===== config.mk =====
export PLATFORM = sky130hd
export DESIGN_NAME = st2bus_flat
export DESIGN_NICKNAME = d
export VERILOG_FILES = /design/src/rtl/st2bus_if.sv /design/src/rtl/st2bus.sv /design/src/flat_wrapper.sv
export SDC_FILE = /design/constraint.sdc
export NUM_CORES = 2
export LEC_CHECK = 0
export CORE_AREA = 2 2 324 326
export CTS_BUF_LIST = sky130_fd_sc_hd__clkbuf_8
export CTS_CLUSTER_DIAMETER = 30
export DETAILED_ROUTE_END_ITERATION = 16
export DIE_AREA = 0 0 326 328
export PLACE_DENSITY = 0.94
export SLEW_MARGIN = 40
export SYNTH_ARGS = -nofsm -noshare
export SYNTH_HDL_FRONTEND = slang
export SYNTH_SLANG_ARGS = --single-unit

===== constraint.sdc =====
create_clock -name clk_bus -period 97.7 [get_ports clk_bus]
set_clock_uncertainty 0.1 [all_clocks]
set_input_delay 19.54 -clock clk_bus [delete_from_list [all_inputs] [get_ports clk_bus]]
set_output_delay 19.54 -clock clk_bus [all_outputs]
set_load 0.05 [all_outputs]

===== src/rtl/st2bus_if.sv =====
// st2bus handshake bundle: decoder Avalon-ST side plus packed-word bus side.
// master = packer view, slave = environment view.
interface st2bus_if #(
  parameter int BUS = 512,
  parameter int ST  = 8
);
  logic [ST-1:0]  st_data;
  logic           st_valid;
  logic           st_sop;
  logic           st_eop;
  logic           st_error;
  logic           st_ready;
  logic [BUS-1:0] bus_data;
  logic           bus_valid;
  logic           bus_last;
  logic           bus_err;
  logic           bus_ready;

  modport master (
    input  st_data, st_valid, st_sop, st_eop, st_error, bus_ready,
    output st_ready, bus_data, bus_valid, bus_last, bus_err
  );

  modport slave (
    output st_data, st_valid, st_sop, st_eop, st_error, bus_ready,
    input  st_ready, bus_data, bus_valid, bus_last, bus_err
  );
endinterface


===== src/rtl/st2bus.sv =====
// Packs ST-bit decoder beats LSB-first into BUS-bit words behind a small FIFO.
// Define ST2BUS_STATS_EN to add pkt_cnt/err_cnt statistics outputs.
module st2bus #(
  parameter int BUS        = 512,
  parameter int ST         = 8,
  parameter int ST_PER_BUS = BUS / ST,
  parameter int FIFO_DEPTH = 2
) (
  input  logic        clk_bus,
  input  logic        rst_n,
  st2bus_if.master    io
`ifdef ST2BUS_STATS_EN
  ,
  output logic [15:0] pkt_cnt,
  output logic [15:0] err_cnt
`endif
);

  localparam int CW = $clog2(ST_PER_BUS);
  localparam int PW = $clog2(FIFO_DEPTH);
  localparam logic [CW-1:0] LAST_C  = CW'(ST_PER_BUS - 1);
  localparam logic [PW:0]   DEPTH_C = (PW+1)'(FIFO_DEPTH);

  typedef enum logic {IDLE, PACK} state_e;

  state_e         state_q;
  logic [CW-1:0]  cnt_q;
  logic [BUS-1:0] sr_q;
  logic           perr_q;
  logic           orphan_q;

  logic [BUS-1:0]        dmem_q [FIFO_DEPTH];
  logic [FIFO_DEPTH-1:0] lmem_q;
  logic [FIFO_DEPTH-1:0] emem_q;
  logic [PW-1:0]         wp_q;
  logic [PW-1:0]         rp_q;
  logic [PW:0]           fcnt_q;

  logic           accept;
  logic           pop;
  logic           fvalid;
  logic [BUS-1:0] beat_w;
  logic [BUS-1:0] ins_w;
  logic           push_w;
  logic [BUS-1:0] push_d;
  logic           push_l;
  logic           push_e;
  logic           drop_w;

  assign fvalid      = (fcnt_q != '0);
  assign io.st_ready = (fcnt_q < DEPTH_C) & rst_n;
  assign accept      = io.st_valid & io.st_ready;
  assign pop         = fvalid & io.bus_ready;

  assign io.bus_valid = fvalid;
  assign io.bus_data  = fvalid ? dmem_q[rp_q] : '0;
  assign io.bus_last  = fvalid & lmem_q[rp_q];
  assign io.bus_err   = fvalid & emem_q[rp_q];

  assign beat_w = BUS'(io.st_data);
  assign ins_w  = sr_q | (beat_w << (ST * int'(cnt_q)));

  // Word completion priority: restart-sop, then eop, then full word.
  always_comb begin
    push_w = 1'b0;
    push_d = ins_w;
    push_l = 1'b0;
    push_e = perr_q | io.st_error;
    drop_w = 1'b0;
    if (accept) begin
      unique case (state_q)
        IDLE: begin
          if (!io.st_sop) begin
            drop_w = 1'b1;
          end else if (io.st_eop) begin
            push_w = 1'b1;
            push_d = beat_w;
            push_l = 1'b1;
          end
        end
        PACK: begin
          if (io.st_sop) begin
            push_w = 1'b1;
            push_d = sr_q;
            push_l = 1'b1;
            push_e = 1'b1;
          end else if (io.st_eop) begin
            push_w = 1'b1;
            push_l = 1'b1;
          end else if (cnt_q == LAST_C) begin
            push_w = 1'b1;
          end
        end
        default: ;
      endcase
    end
  end

  always_ff @(posedge clk_bus) begin
    if (!rst_n) begin
      state_q  <= IDLE;
      cnt_q    <= '0;
      sr_q     <= '0;
      perr_q   <= 1'b0;
      orphan_q <= 1'b0;
      wp_q     <= '0;
      rp_q     <= '0;
      fcnt_q   <= '0;
      lmem_q   <= '0;
      emem_q   <= '0;
    end else begin
      if (accept) begin
        unique case (state_q)
          IDLE: begin
            if (!io.st_sop) begin
              orphan_q <= 1'b1;
            end else if (!io.st_eop) begin
              state_q <= PACK;
              sr_q    <= beat_w;
              cnt_q   <= CW'(1);
              perr_q  <= io.st_error;
            end
          end
          PACK: begin
            if (io.st_sop) begin
              sr_q   <= beat_w;
              cnt_q  <= CW'(1);
              perr_q <= io.st_error;
            end else if (io.st_eop) begin
              state_q <= IDLE;
              sr_q    <= '0;
              cnt_q   <= '0;
              perr_q  <= 1'b0;
            end else if (cnt_q == LAST_C) begin
              sr_q   <= '0;
              cnt_q  <= '0;
              perr_q <= perr_q | io.st_error;
            end else begin
              sr_q   <= ins_w;
              cnt_q  <= cnt_q + CW'(1);
              perr_q <= perr_q | io.st_error;
            end
          end
          default: ;
        endcase
      end
      if (push_w) begin
        dmem_q[wp_q] <= push_d;
        lmem_q[wp_q] <= push_l;
        emem_q[wp_q] <= push_e;
        wp_q         <= wp_q + PW'(1);
      end
      if (pop) begin
        rp_q <= rp_q + PW'(1);
      end
      fcnt_q <= fcnt_q + {{PW{1'b0}}, push_w} - {{PW{1'b0}}, pop};
    end
  end

  // Orphan flag is sticky until reset.
  a_orphan_sticky : assert property (
    @(posedge clk_bus) disable iff (!rst_n) orphan_q |=> orphan_q
  );

`ifdef ST2BUS_STATS_EN
  always_ff @(posedge clk_bus) begin
    if (!rst_n) begin
      pkt_cnt <= '0;
      err_cnt <= '0;
    end else begin
      pkt_cnt <= pkt_cnt + 16'(pop & io.bus_last);
      err_cnt <= err_cnt + 16'(pop & io.bus_last & io.bus_err)
                         + 16'(drop_w);
    end
  end
`endif

endmodule


===== src/flat_wrapper.sv =====
// flat-port wrapper written by rule: the top's interface ports become plain ports
module st2bus_flat 
#(
  parameter int BUS        = 512,
  parameter int ST         = 8,
  parameter int ST_PER_BUS = BUS / ST,
  parameter int FIFO_DEPTH = 2
)
  (clk_bus, rst_n, io_st_data, io_st_valid, io_st_sop, io_st_eop, io_st_error, io_bus_ready, io_st_ready, io_bus_data, io_bus_valid, io_bus_last, io_bus_err);
  st2bus_if #(.BUS(BUS), .ST(ST)) io_i ();
  input  logic clk_bus;
  input  logic rst_n;
  input wire logic [$bits(io_i.st_data)-1:0] io_st_data;
  input wire logic [$bits(io_i.st_valid)-1:0] io_st_valid;
  input wire logic [$bits(io_i.st_sop)-1:0] io_st_sop;
  input wire logic [$bits(io_i.st_eop)-1:0] io_st_eop;
  input wire logic [$bits(io_i.st_error)-1:0] io_st_error;
  input wire logic [$bits(io_i.bus_ready)-1:0] io_bus_ready;
  output wire logic [$bits(io_i.st_ready)-1:0] io_st_ready;
  output wire logic [$bits(io_i.bus_data)-1:0] io_bus_data;
  output wire logic [$bits(io_i.bus_valid)-1:0] io_bus_valid;
  output wire logic [$bits(io_i.bus_last)-1:0] io_bus_last;
  output wire logic [$bits(io_i.bus_err)-1:0] io_bus_err;
  assign io_i.st_data = io_st_data;
  assign io_i.st_valid = io_st_valid;
  assign io_i.st_sop = io_st_sop;
  assign io_i.st_eop = io_st_eop;
  assign io_i.st_error = io_st_error;
  assign io_i.bus_ready = io_bus_ready;
  assign io_st_ready = io_i.st_ready;
  assign io_bus_data = io_i.bus_data;
  assign io_bus_valid = io_i.bus_valid;
  assign io_bus_last = io_i.bus_last;
  assign io_bus_err = io_i.bus_err;
  st2bus #(.BUS(BUS), .ST(ST), .ST_PER_BUS(ST_PER_BUS), .FIFO_DEPTH(FIFO_DEPTH)) u_core (.clk_bus(clk_bus), .rst_n(rst_n), .io(io_i));
endmodule

==> metrics.md <==
| Metric | Value |
|---|---|
| Worst slew margin | 31.8% |
| Worst Path Class, Setup | input pin to output pin |
| Count of buffers from port buffering | 530 |
| CTS clock-pin slew for the worst setup and hold paths | 0.06 ns |
| Dpl hpwl | 125 mm |
| Worst hold slack | 0.364 ns |
| Starting Density | 59.7% |
| Worst slew pin tran | 1.02 ns |
| Crit path DAT | 21.54 ns |
| Initial antenna violation count | 8 |
| Hold crit path type | register to register |
| Number of synthesized register bits | 1553 |
| Max clock buf depth | 4 |
| Max frequency | 24.3 MHz |
| Layout cells sized above 1 | 10.3% |
| FILL cells | 5919 |
| Num CTS Buffers | 286 |
| Gpl congestion | 0.881 |
| Via/cell ratio | 6.75 |
| Global-route wire length before repair | 299 mm |
| PD cells | 29.8 mW/mm2 |
| Worst Setup End Kind | output pin |
| Dominant cell type by area after synthesis | edfxtp_1 |
| P_leak | 0.0258 uW |
| Core Region | 0.103 mm2 |
| H-tree depth | 5 |
| Post-route DRC | 0 |
| All-Layer GR Usage | 37.9% |
| CTS resizes | 0 |
| Final nets | 5406 |
| Antenna-violating nets left | 0 |
| GR Overflow Total | 0 |
| Mapped Cells | 4908 |
| Final slew viol count | 0 |
| CTS tree | yes |
| Starting DRT DRC Count | 9120 |
| Count of cell types in the netlist | 58 |
| Worst endpoint required time | 78.06 ns |
| Max-cap check violation count | 0 |
| Boundary Pins | 531 |
| DR pass1 iterations | 8 |
| Worst Setup Start Kind | input pin |
| Largest net degree at the start of global routing | 150 |
| Shortest clock period the worst path allows after layout | 41.18 ns |
| Final Cycle Share | 42.1% |
| Worst VDD drop | 0.0000376 V |
| Fin. Hold Viols | 0 |
| Root Buffer | clkbuf_8 |
| Wire per inst | 30.1 um |
| Routed WL | 211 mm |
| Die Wd | 326 um |
| Synth warn | 0 |
| Post-synth top area share | 49.9% |
| Ys flop type | edfxtp_1 |
| Via count | 47100 |
| Dominant cells by area after synthesis | edfxtp_1 50%, dfxtp_1 17%, mux2i_1 8.4% |
| Final setup TNS | 0 ns |
| DIE AREA | 0.107 mm2 |
| CP Max Fanout | 48 |
| Syn Std Cell Area | 0.0616 mm2 |
| Worst-Skew Late Latency | 0.97 ns |
| Status | finished clean |
| Syn avg cell area | 12.6 um2 |
| Syn_nets | 4926 |
| Row cnt | 118 |
| RSZ-0062 raised after global routing | false |
| Register area share after synthesis | 67.1% |
| Postcts setup bufs | 0 |
| Vias in the first global route | 45800 |
| Syn-to-layout area delta | 20.1% |
| Final setup violation count | 0 |
| Sink Count | 1553 |
| Number of flops mapped to enable cells by yosys | 1024 |
| Post-CTS Hold Buffers | 0 |
| Post-synthesis async set-or-reset flop share | 0% |
| Die H | 328 um |
==> final cells by class <==
cell class / instances / area [um2] / share of cell area (%)
Antenna cell: 7 / 17.5 / 0.0237
Sequential cell: 1553 / 41300 / 55.8
Clock buffer: 321 / 4420 / 5.97
Inverter: 14 / 65.1 / 0.0879
Clock inverter: 181 / 1610 / 2.17
Tap cell: 1380 / 1730 / 2.33
Timing Repair Buffer: 617 / 6350 / 8.57
Multi-Input combinational cell: 2916 / 18500 / 25.0
==> final timing paths <==
path                         start                     to  slack [ns]  cells after the start
hold reg to reg   u_core.sr_q[362]       u_core.sr_q[362]        0.36                      1
setup reg to reg   u_core.cnt_q[3]  u_core.dmem_q[0][147]       92.82                      6
setup / recovery             rst_n            io_st_ready       56.52                      4
hold / removal    u_core.sr_q[362]       u_core.sr_q[362]        0.36                      1
==> synth_stat cells, types with 2 or more instances <==
library cell and instances:
a221oi_1 8, and4b_1 2, nor2b_1 6, inv_1 13
o21ai_0 12, mux2i_1 518, a31oi_1 90, and3_1 10
dfxtp_1 529, a21oi_1 435, or3_1 6, o2bb2ai_1 381
nand3_1 9, nor3_1 4, nand4bb_1 2, o21a_1 2
a211oi_4 10, edfxtp_1 1024, nor3b_1 8, and2_1 27
buf_6 2, a211oi_1 13, a211oi_2 4, o221ai_1 8
buf_4 44, a32o_1 8, nor2_1 1069, a21o_1 9
a22o_1 115, clkbuf_1 198, nand2_1 123, xnor2_1 2
buf_2 131, ha_1 3, a2111oi_4 3, nand2b_1 9
buf_1 50
==> routing by layer <==
| layer | global-route usage [%] | share of wire [%] | wire length (um) |
|---|---|---|---|
| met1 | 46.5 | 33 | 69900 |
| met2 | 55.6 | 43 | 91400 |
| met3 | 15.2 | 16 | 33200 |
| met4 | 24.8 | 7.6 | 15900 |
| met5 | 0 | 0.031 | 66 |
==> kinds of logic after synthesis <==
logic type	Yosys count	share of synthesized area [%]
mux	518	8.41
compound gates	1102	12.8
buf+inv	439	3.23
simple gates	1290	8.34
xor+xnor	3	0.0426
fa+ha+maj	3	0.0609
flops	1553	67.1
==> placed cells by master, fill, tap and decap left out, drive strengths merged, types with 10 or more instances in the layout <==
cell type / synthesis / layout
nor2: 1071 / 1071
edfxtp: 1024 / 1024
dfxtp: 529 / 529
clkdlybuf4s50: 0 / 528
mux2i: 518 / 518
a21oi: 435 / 435
o2bb2ai: 381 / 381
clkbuf: 198 / 322
nand2: 124 / 124
a22o: 115 / 115
a31oi: 90 / 90
buf: 227 / 88
inv: 13 / 87
clkinv: 1 / 62
bufinv: 0 / 28
and2: 27 / 27
a211oi: 27 / 27
clkinvlp: 0 / 18
o21ai: 13 / 13
and3: 10 / 10
==> registers in the layout (all words and copies together), names as in the netlist, named ones only <==
signal and cells:
u_core.dmem_q 1024, u_core.sr_q 512, u_core.cnt_q 6, u_core.emem_q 2, u_core.fcnt_q 2, u_core.lmem_q 2, u_core.perr_q 1, u_core.rp_q 1
u_core.state_q 1, u_core.wp_q 1
==> worst max-delay path, stage by stage <==
cell and delay (ns):
buf_2 0.09, buf_4 0.53, nor2b_1 0.45, clkdlybuf4s50_1 0.89
==> power by group <==
group	switching [uW]	total [uW]	internal [uW]
Clock	282	659	378
Combinational	591	827	237
Sequential	7.65	717	709
Total	880	2200	1320
==> stage by stage <==
stage | setup WS (ns) | area (um2) | total power, uW | utilization (%) | cells
after floorplan | 21.84 | 61600 | 1270 | - | 4908
after global placement | 56.62 | 67500 | 1530 | 65.4 | 6462
after detailed placement | 56.62 | 67900 | 1540 | 65.7 | 6476
after CTS | 56.61 | 73900 | 2190 | 71.6 | 6978
after global routing | 56.56 | 74000 | 2250 | 71.7 | 6985
final | 56.52 | 74000 | 2200 | 71.7 | 6989
No activity file was read; power rests on OpenSTA's default activity.
